$ cat config.mk
export PLATFORM = sky130hd
export DESIGN_NAME = id_ex_stage
export DESIGN_NICKNAME = d
export VERILOG_FILES = /design/src/rtl/id_ex_stage.sv
export SDC_FILE = /design/constraint.sdc
export NUM_CORES = 1
export LEC_CHECK = 0
export ABC_AREA = 1
export BUFFER_PORTS_ARGS = -buffer_cell sky130_fd_sc_hd__buf_2
export CAP_MARGIN = 20
export CORE_AREA = 2 2 146 148
export CTS_CLUSTER_SIZE = 12
export DETAILED_ROUTE_END_ITERATION = 10
export DIE_AREA = 0 0 148 150
export PLACE_DENSITY = 0.76
export SYNTH_ARGS = -nofsm -noshare
export SYNTH_HDL_FRONTEND = slang
export SYNTH_SLANG_ARGS = --single-unit
$ cat constraint.sdc
create_clock -name clk -period 1.4 [get_ports clk]
set_input_delay 0.07 -clock clk [delete_from_list [all_inputs] [get_ports clk]]
set_output_delay 0.07 -clock clk [all_outputs]
set_load 0.05 [all_outputs]
$ cat src/rtl/id_ex_stage.sv
// ID/EX pipeline register with EX/MEM and MEM/WB forwarding and single-bubble load-use stall.
// Optional bubble counter output enabled by defining ID_EX_PERF_EN.
module id_ex_stage #(
    parameter int XLEN       = 32,
    parameter int REG_ADDR_W = 5,
    parameter int ALU_SEL_W  = 5
`ifdef ID_EX_PERF_EN
    ,parameter int PERF_CNT_W = 32
`endif
) (
    input  logic                  clk,
    input  logic                  rst,
    input  logic                  id_valid,
    output logic                  id_ready,
    input  logic [XLEN-1:0]       id_pc,
    input  logic [REG_ADDR_W-1:0] id_rs1_addr,
    input  logic [REG_ADDR_W-1:0] id_rs2_addr,
    input  logic                  id_rs1_en,
    input  logic                  id_rs2_en,
    input  logic [XLEN-1:0]       id_rs1_data,
    input  logic [XLEN-1:0]       id_rs2_data,
    input  logic [XLEN-1:0]       id_imm,
    input  logic                  id_use_imm,
    input  logic [ALU_SEL_W-1:0]  id_alu_sel,
    input  logic [REG_ADDR_W-1:0] id_rd_addr,
    input  logic                  id_reg_write,
    input  logic                  id_mem_read,
    input  logic                  id_mem_write,
    input  logic                  flush,
    input  logic                  ex_ready,
    input  logic [REG_ADDR_W-1:0] mem_rd_addr,
    input  logic                  mem_reg_write,
    input  logic [XLEN-1:0]       mem_result,
    input  logic [REG_ADDR_W-1:0] wb_rd_addr,
    input  logic                  wb_reg_write,
    input  logic [XLEN-1:0]       wb_result,
    output logic                  ex_valid,
    output logic [ALU_SEL_W-1:0]  ALUSignal,
    output logic [XLEN-1:0]       ALUinA,
    output logic [XLEN-1:0]       ALUinB,
    output logic [XLEN-1:0]       ex_store_data,
    output logic [XLEN-1:0]       ex_pc,
    output logic [REG_ADDR_W-1:0] ex_rd_addr,
    output logic                  ex_reg_write,
    output logic                  ex_mem_read,
    output logic                  ex_mem_write
`ifdef ID_EX_PERF_EN
    ,output logic [PERF_CNT_W-1:0] bubble_count
`endif
);

    logic                  r_ex_valid;
    logic [ALU_SEL_W-1:0]  r_alu_sel;
    logic [XLEN-1:0]       r_alu_a;
    logic [XLEN-1:0]       r_alu_b;
    logic [XLEN-1:0]       r_store_data;
    logic [XLEN-1:0]       r_pc;
    logic [REG_ADDR_W-1:0] r_rd_addr;
    logic                  r_reg_write;
    logic                  r_mem_read;
    logic                  r_mem_write;

    logic [XLEN-1:0]       w_fwd_rs1;
    logic [XLEN-1:0]       w_fwd_rs2;
    logic                  w_hazard;
    logic                  w_adv;

    // The rd!=0 terms keep x0 from ever being forwarded.
    always_comb begin
        w_fwd_rs1 = id_rs1_data;
        if (mem_reg_write && (mem_rd_addr != '0) && (mem_rd_addr == id_rs1_addr))
            w_fwd_rs1 = mem_result;
        else if (wb_reg_write && (wb_rd_addr != '0) && (wb_rd_addr == id_rs1_addr))
            w_fwd_rs1 = wb_result;
    end

    always_comb begin
        w_fwd_rs2 = id_rs2_data;
        if (mem_reg_write && (mem_rd_addr != '0) && (mem_rd_addr == id_rs2_addr))
            w_fwd_rs2 = mem_result;
        else if (wb_reg_write && (wb_rd_addr != '0) && (wb_rd_addr == id_rs2_addr))
            w_fwd_rs2 = wb_result;
    end

    assign w_hazard = id_valid && r_ex_valid && r_mem_read && (r_rd_addr != '0) &&
                      ((id_rs1_en && (id_rs1_addr == r_rd_addr)) ||
                       (id_rs2_en && (id_rs2_addr == r_rd_addr)));
    assign w_adv    = ex_ready || !r_ex_valid;
    assign id_ready = flush || (w_adv && !w_hazard);

    // Bubbles leave the data registers untouched; only valid and control are cleared.
    always_ff @(posedge clk) begin
        if (rst) begin
            r_ex_valid   <= 1'b0;
            r_alu_sel    <= '0;
            r_alu_a      <= '0;
            r_alu_b      <= '0;
            r_store_data <= '0;
            r_pc         <= '0;
            r_rd_addr    <= '0;
            r_reg_write  <= 1'b0;
            r_mem_read   <= 1'b0;
            r_mem_write  <= 1'b0;
        end else if (flush) begin
            r_ex_valid   <= 1'b0;
            r_reg_write  <= 1'b0;
            r_mem_read   <= 1'b0;
            r_mem_write  <= 1'b0;
        end else if (w_adv) begin
            if (w_hazard || !id_valid) begin
                r_ex_valid   <= 1'b0;
                r_reg_write  <= 1'b0;
                r_mem_read   <= 1'b0;
                r_mem_write  <= 1'b0;
            end else begin
                r_ex_valid   <= 1'b1;
                r_alu_sel    <= id_alu_sel;
                r_alu_a      <= w_fwd_rs1;
                r_alu_b      <= id_use_imm ? id_imm : w_fwd_rs2;
                r_store_data <= w_fwd_rs2;
                r_pc         <= id_pc;
                r_rd_addr    <= id_rd_addr;
                r_reg_write  <= id_reg_write;
                r_mem_read   <= id_mem_read;
                r_mem_write  <= id_mem_write;
            end
        end
    end

`ifdef ID_EX_PERF_EN
    logic [PERF_CNT_W-1:0] r_bubble_count;

    always_ff @(posedge clk) begin
        if (rst)
            r_bubble_count <= '0;
        else if (w_adv && !flush && w_hazard)
            r_bubble_count <= r_bubble_count + PERF_CNT_W'(1);
    end

    assign bubble_count = r_bubble_count;
`endif

    assign ex_valid      = r_ex_valid;
    assign ALUSignal     = r_alu_sel;
    assign ALUinA        = r_alu_a;
    assign ALUinB        = r_alu_b;
    assign ex_store_data = r_store_data;
    assign ex_pc         = r_pc;
    assign ex_rd_addr    = r_rd_addr;
    assign ex_reg_write  = r_reg_write;
    assign ex_mem_read   = r_mem_read;
    assign ex_mem_write  = r_mem_write;

endmodule

== Word level (Yosys, flattened, before mapping) ==
Cells that the tools add are included.
W data, S select, Z words.
Operators by class
  reductions and logical operators: 25
  muxes and demuxes: 9
  bitwise operators: 2
  equality and inequality tests: 6
Operators by type and width (number)
  $mux W32: 5
  $eq A5 B5 Y1: 6
  $reduce_bool A5 Y1: 3
  $logic_and A1 B1 Y1: 13
  $logic_or A1 B1 Y1: 4
  $mux W1: 4
  $logic_not A1 Y1: 3
  $reduce_and A3 Y1: 1
  $not A1 Y1: 2
  $reduce_or A2 Y1: 1
Storage, ports and cells
  bits in registers: 142
  word-level logic and storage cells: 52
  input port bits: 235

== Longest topological paths before layout ==
  word-level depth: 7
  gate-level depth with buffers: 13

== Worst setup path before layout ==
OpenSTA, ideal clock, no wires.
  path type: reg2reg
  from: reg r_rd_addr[3] (netlist: ex_rd_addr[3])
  to: reg r_store_data[0] (netlist: ex_store_data[0])
  setup time: 0.114 ns
  clock period less this slack: 1.885 ns
  data arrival time: 1.771 ns
  required time: 1.286 ns
  cell stages (with the launch flop): 14
  setup slack: -0.485 ns
  cell sequence: dfxtp_1 -> inv_1 -> nand2_1 -> nand2_1 -> nor2_1 -> nand3_1 -> nand2_1 -> nand2_2 -> nand4_4 -> buf_4 -> buf_2 -> nand2_1 -> nand2_1 -> nor2_1
On the way
  cells in the longest elaborated chain, start to end: 7
RTL lines
  start, declared: line 58  | logic [REG_ADDR_W-1:0] r_rd_addr;
  start signal, assigned: line 122  | r_rd_addr <= id_rd_addr;
  $eq A5 B5 Y1 (on tied branches): line 86, 87
  $logic_and A1 B1 Y1 (on tied branches): line 86, 87
  $logic_or A1 B1 Y1: line 86  | ((id_rs1_en && (id_rs1_addr == r_rd_addr)) ||
  $logic_and A1 B1 Y1 *: line 85  | assign w_hazard = id_valid && r_ex_valid && r_mem_read && (r_rd_addr != '0) &&
  $logic_or A1 B1 Y1 *: line 110  | if (w_hazard || !id_valid) begin
  $not A1 Y1 (no source line) *
  $reduce_and A3 Y1 (no source line) *
  end signal, assigned: line 120  | r_store_data <= w_fwd_rs2;
  end, declared: line 56  | logic [XLEN-1:0] r_store_data;
Mark *: on every way between the ends. The rest lies on a longest branch, timed or not.
A chain may end at the register's enable or synchronous reset.

== Worst setup path after layout ==
  from: reg r_rd_addr[1] (netlist: ex_rd_addr[1])
  to: reg r_pc[9] (netlist: ex_pc[9])
On the way
  cells in the longest elaborated chain, start to end: 7
RTL lines
  $eq A5 B5 Y1 (on tied branches): line 86, 87
  $logic_and A1 B1 Y1 (on tied branches): line 86, 87
  $logic_or A1 B1 Y1: line 86
  $logic_and A1 B1 Y1 *: line 85
  $logic_or A1 B1 Y1 *: line 110
  $not A1 Y1 (no source line) *
  $reduce_and A3 Y1 (no source line) *
  end signal, assigned: line 121  | r_pc <= id_pc;
  end, declared: line 57  | logic [XLEN-1:0] r_pc;
Marks and branches as above.

==> results_dict.tcl <==
set metrics [dict create \
    filler_cell_count 1686 \
    detailed_place_hpwl_um 25380 \
    floorplan.rows 53 \
    antenna_violations_before_repair 2 \
    headroom_to_the_max_slew_limit_pct 63.54 \
    antenna_left 0 \
    finalHoldViolations 0 \
    detailedRoute.firstPassIterationCount 5 \
    intPower_mw 8.258 \
    post_route_cells_drive_above_1_share_pct 36.34 \
    highest-signal-layer "met5" \
    run_status "finished, violations left" \
    totalPowerFinal_mw 13.11 \
    crit_buf_inv 4 \
    sequentialPowerShare_pct 34.0 \
    reg2reg_setup_slack_ps -440 \
    finish.utilization_pct 67.79 \
    synth.yosys.seq_area_share_pct 33.66 \
    combined_area_of_all_synthesized_cells_um2 8446 \
    path_class "register to register" \
    routabilityCongestion 0.9690 \
    cap_viol_max_count 0 \
    grt_remaining_overflow 0 \
    final-max-slew-violation-count 0 \
    pre_cts_setup_slack_ps -341.6 \
    worstPathCellList "inv_4, nand2_2, nand2_2, nor2_2, nand3_1, nand2_1, nand2_2, buf_4, nand2_4, nor2_4, buf_6, buf_16, nand3_2, a21oi_2" \
    clock_power_share_pct 34.8 \
    worst_clock_skew_ps 8.433 \
    power.switching_mw 4.857 \
    worst_skew_pair.late_latency_ps 430 \
    dpl.cell_count 2067 \
    synth.area.top_cells "sky130_fd_sc_hd__dfxtp_1 34%, sky130_fd_sc_hd__nand2_1 20%, sky130_fd_sc_hd__nand3_1 10%, sky130_fd_sc_hd__inv_1 9.4%, sky130_fd_sc_hd__a21oi_1 6.6%" \
    grt_first_pass_wirelength_um 59410 \
    drt_wl_total_um 40460 \
    power.static_leakage_nw 7.554 \
    worst_hold_path.num_cells 5 \
    worstPathRequired_ps 1750 \
    path_clk_slew_ps 70 \
    rsz0062_at_grt "yes" \
    synth_top_cells_by_count "449 x sky130_fd_sc_hd__nand2_1, 211 x sky130_fd_sc_hd__inv_1, 174 x sky130_fd_sc_hd__nand3_1, 144 x sky130_fd_sc_hd__nor2_1, 142 x sky130_fd_sc_hd__dfxtp_1" \
    crit_path_max_fanout 11 \
    wl_met2_um 20430 \
    crit_arrival_ps 2190 \
    timing.critical_path.from "ex_rd_addr[1]$_SDFFE_PP0P_" \
    finalCriticalPeriod_ps 1840 \
    fraction_of_synthesis_flops_using_an_asynchronous_set_or_reset_pin_pct 0 \
    mappedNetlistNets 1654 \
    net_switching_share_of_the_total_power_pct 37.04 \
    die_width_um 148 \
    setup_slack_of_the_critical_path_after_layout_ps -439.8 \
    clock_tree.buffer_depth 2 \
    worst_hold_path_type "primary input to register" \
    final_cells 2215 \
    post-route-drc-count 0 \
    crit_family "simple AND/OR/NAND/NOR gates" \
    cts_htree_levels 4 \
    clock_buffer_count_from_cts 17 \
    route.detailed.wl_per_inst_um 18.27 \
    synth.yosys.warnings 0 \
    grt_pass1_vias 11400 \
    die_area_um2 22200 \
    yosysUniqueCellTypes 21 \
    placed_cell_area_um2 11240 \
    synthCells 1419 \
    finalNetCount 2159 \
    violated_checks "setup timing" \
    dr.first_iter.drc_count 802 \
    wl_met1_um 13540 \
    synth.most_common_cell "sky130_fd_sc_hd__nand2_1" \
    boundary_pins 378 \
    hold_slack_ps 11.10 \
    cts_sinks 142 \
    synth_flop_cell "sky130_fd_sc_hd__dfxtp_1" \
    routed-via-count 11520 \
    critPathLaunchType "register" \
    comb_power_share_pct 31.1 \
    critical_path.most_common_cell "sky130_fd_sc_hd__nand2_2" \
    worst_ir_drop_vdd_mv 0.7506 \
    met3WireLength_um 4107 \
    syn-mean-instance-area_um2 5.952 \
    cts_tree "done" \
    synth.ff_latch_count 142 \
    worst_slew_pin_slew_ps 546.8 \
    clock_tree.root_cell "sky130_fd_sc_hd__clkbuf_16" \
    reg2regPathDepth 14 \
    core_area_um2 20690 \
    die_height_um 150 \
    crit_path_max_incr_delay_ps 360 \
    initial_core_util_pct 40.82 \
    timing.critical_path.to "ex_pc[9]$_SDFFE_PP0P_" \
    regToRegEndpoint "ex_pc[9]$_SDFFE_PP0P_" \
    achievable-frequency_mhz 543.5 \
    finalInstanceArea_um2 14030 \
    worst_path_max_delay_cell "sky130_fd_sc_hd__dfxtp_4" \
    end_kind "register" \
    power_density_nw_per_um2 935.0 \
    finalSetupViolCount 142 \
    setup_tns_ps -49580 \
    port-buffer-count 377 \
    critical_path.reg2reg.startpoint "ex_rd_addr[1]$_SDFFE_PP0P_" \
    worstSetupPathDepth 14 \
    grt_start_max_net_pins 75 \
    vias_per_cell 5.203 \
    yosysTopAreaCellShare_pct 33.66 \
    synthToLayoutAreaGrowth_pct 66.07 \
    synth_area_leader "sky130_fd_sc_hd__dfxtp_1" \
    final.period_utilization_pct 131.4 \
    groute.usage.overall_pct 34.60 \
    edff_count_synth 0 \
]
worst min-delay path: stages:
cell	delay, ps
sky130_fd_sc_hd__buf_2	110
sky130_fd_sc_hd__nand2_1	50
sky130_fd_sc_hd__nand2_1	70
sky130_fd_sc_hd__nor2_1	40
sky130_fd_sc_hd__nor2_1	60
final cells by class:
cell class / instances / area (um2) / area share, %
Clock inverter: 14 / 122.6 / 0.8742
Multi-Input combinational cell: 972 / 4936 / 35.19
Timing Repair Buffer: 574 / 4477 / 31.92
Clock buffer: 18 / 450.4 / 3.211
Tap cell: 275 / 344.1 / 2.453
Inverter: 217 / 822.0 / 5.861
Antenna cell: 3 / 7.507 / 0.05352
Sequential cell: 142 / 2867 / 20.44
power groups by stage:
stage / registers (mW) / logic (mW) / clock network [mW]
after floorplan: 5.39 / 1.18 / 0
after global placement: 4.52 / 3.24 / 0
after detailed placement: 4.53 / 3.26 / 0
after CTS: 4.44 / 3.88 / 4.57
after global routing: 4.48 / 4.33 / 4.76
final: 4.46 / 4.08 / 4.57
cell usage in the layout (no fill, tap or decap):
| cell | instances |
|---|---|
| sky130_fd_sc_hd__inv_1 | 206 |
| sky130_fd_sc_hd__inv_2 | 8 |
| sky130_fd_sc_hd__nand4_1 | 4 |
| sky130_fd_sc_hd__clkinv_2 | 1 |
| sky130_fd_sc_hd__inv_8 | 3 |
| sky130_fd_sc_hd__nand3_2 | 6 |
| sky130_fd_sc_hd__a21oi_2 | 53 |
| sky130_fd_sc_hd__buf_6 | 16 |
| sky130_fd_sc_hd__diode_2 | 3 |
| sky130_fd_sc_hd__dlygate4sd3_1 | 70 |
| sky130_fd_sc_hd__nand2_1 | 405 |
| sky130_fd_sc_hd__buf_12 | 33 |
| sky130_fd_sc_hd__nand3_1 | 168 |
| sky130_fd_sc_hd__inv_4 | 3 |
| sky130_fd_sc_hd__dfxtp_1 | 135 |
| sky130_fd_sc_hd__nor3_4 | 2 |
| sky130_fd_sc_hd__inv_6 | 4 |
| sky130_fd_sc_hd__nor2_1 | 108 |
| sky130_fd_sc_hd__nor2_2 | 28 |
| sky130_fd_sc_hd__a21oi_4 | 3 |
| sky130_fd_sc_hd__nand3b_1 | 64 |
| sky130_fd_sc_hd__xnor2_1 | 8 |
| sky130_fd_sc_hd__nor3_1 | 2 |
| sky130_fd_sc_hd__buf_4 | 51 |
| sky130_fd_sc_hd__buf_8 | 7 |
| sky130_fd_sc_hd__nor2_4 | 12 |
| sky130_fd_sc_hd__nand2_2 | 41 |
| sky130_fd_sc_hd__buf_16 | 16 |
| sky130_fd_sc_hd__dfxtp_2 | 1 |
| sky130_fd_sc_hd__a21oi_1 | 55 |
| sky130_fd_sc_hd__nand2_4 | 4 |
| sky130_fd_sc_hd__clkinvlp_4 | 3 |
| sky130_fd_sc_hd__nand4_4 | 1 |
| sky130_fd_sc_hd__buf_2 | 376 |
| sky130_fd_sc_hd__xor2_1 | 8 |
| sky130_fd_sc_hd__clkbuf_16 | 23 |
| sky130_fd_sc_hd__clkinv_4 | 3 |
| sky130_fd_sc_hd__dfxtp_4 | 6 |
per-layer routing:
layer	track usage (%)	vias up
li1	-	5383
met1	36.35	5199
met2	63.22	769
met3	7.591	171
met4	20.71	2
met5	0	-
flip-flops by register name (all words and copies together), names as in the netlist, 5 cells and up:
| register | cells |
|---|---|
| ALUinA | 32 |
| ALUinB | 32 |
| ex_pc | 32 |
| ex_store_data | 32 |
| ALUSignal | 5 |
| ex_rd_addr | 5 |
cells by family after synthesis:
kind of cell    count (synthesis)  share of synthesized area [%]
compound gates                111                          6.578
simple gates                  845                          43.69
flops                         142                          33.66
buf+inv                       305                          14.41
xor+xnor                       16                          1.659
worst min path at each step:
stage,to,slack (ps),startpoint
3_5_place_dp,ex_mem_read$_SDFFE_PP0P_,320,id_mem_read
5_1_grt,ALUinA[25]$_SDFFE_PP0P_,30,mem_result[25]
6_report,ALUinA[25]$_SDFFE_PP0P_,10,mem_result[25]
4_1_cts,ALUinB[16]$_SDFFE_PP0P_,0.04,id_imm[16]
2_1_floorplan,ex_mem_read$_SDFFE_PP0P_,210,id_mem_read
3_3_place_gp,ex_mem_read$_SDFFE_PP0P_,320,id_mem_read
timing repair:
action                                  4_1_cts  5_1_grt
buffers inserted                             18        6
endpoints found under the hold margin        70        0
cloned                                       18        5
gates resized for setup                     155       63
pin swaps                                    35       39
hold buffers                                 70        0
endpoints found under the setup margin      142      142
(Power assumes the default switching activity.)
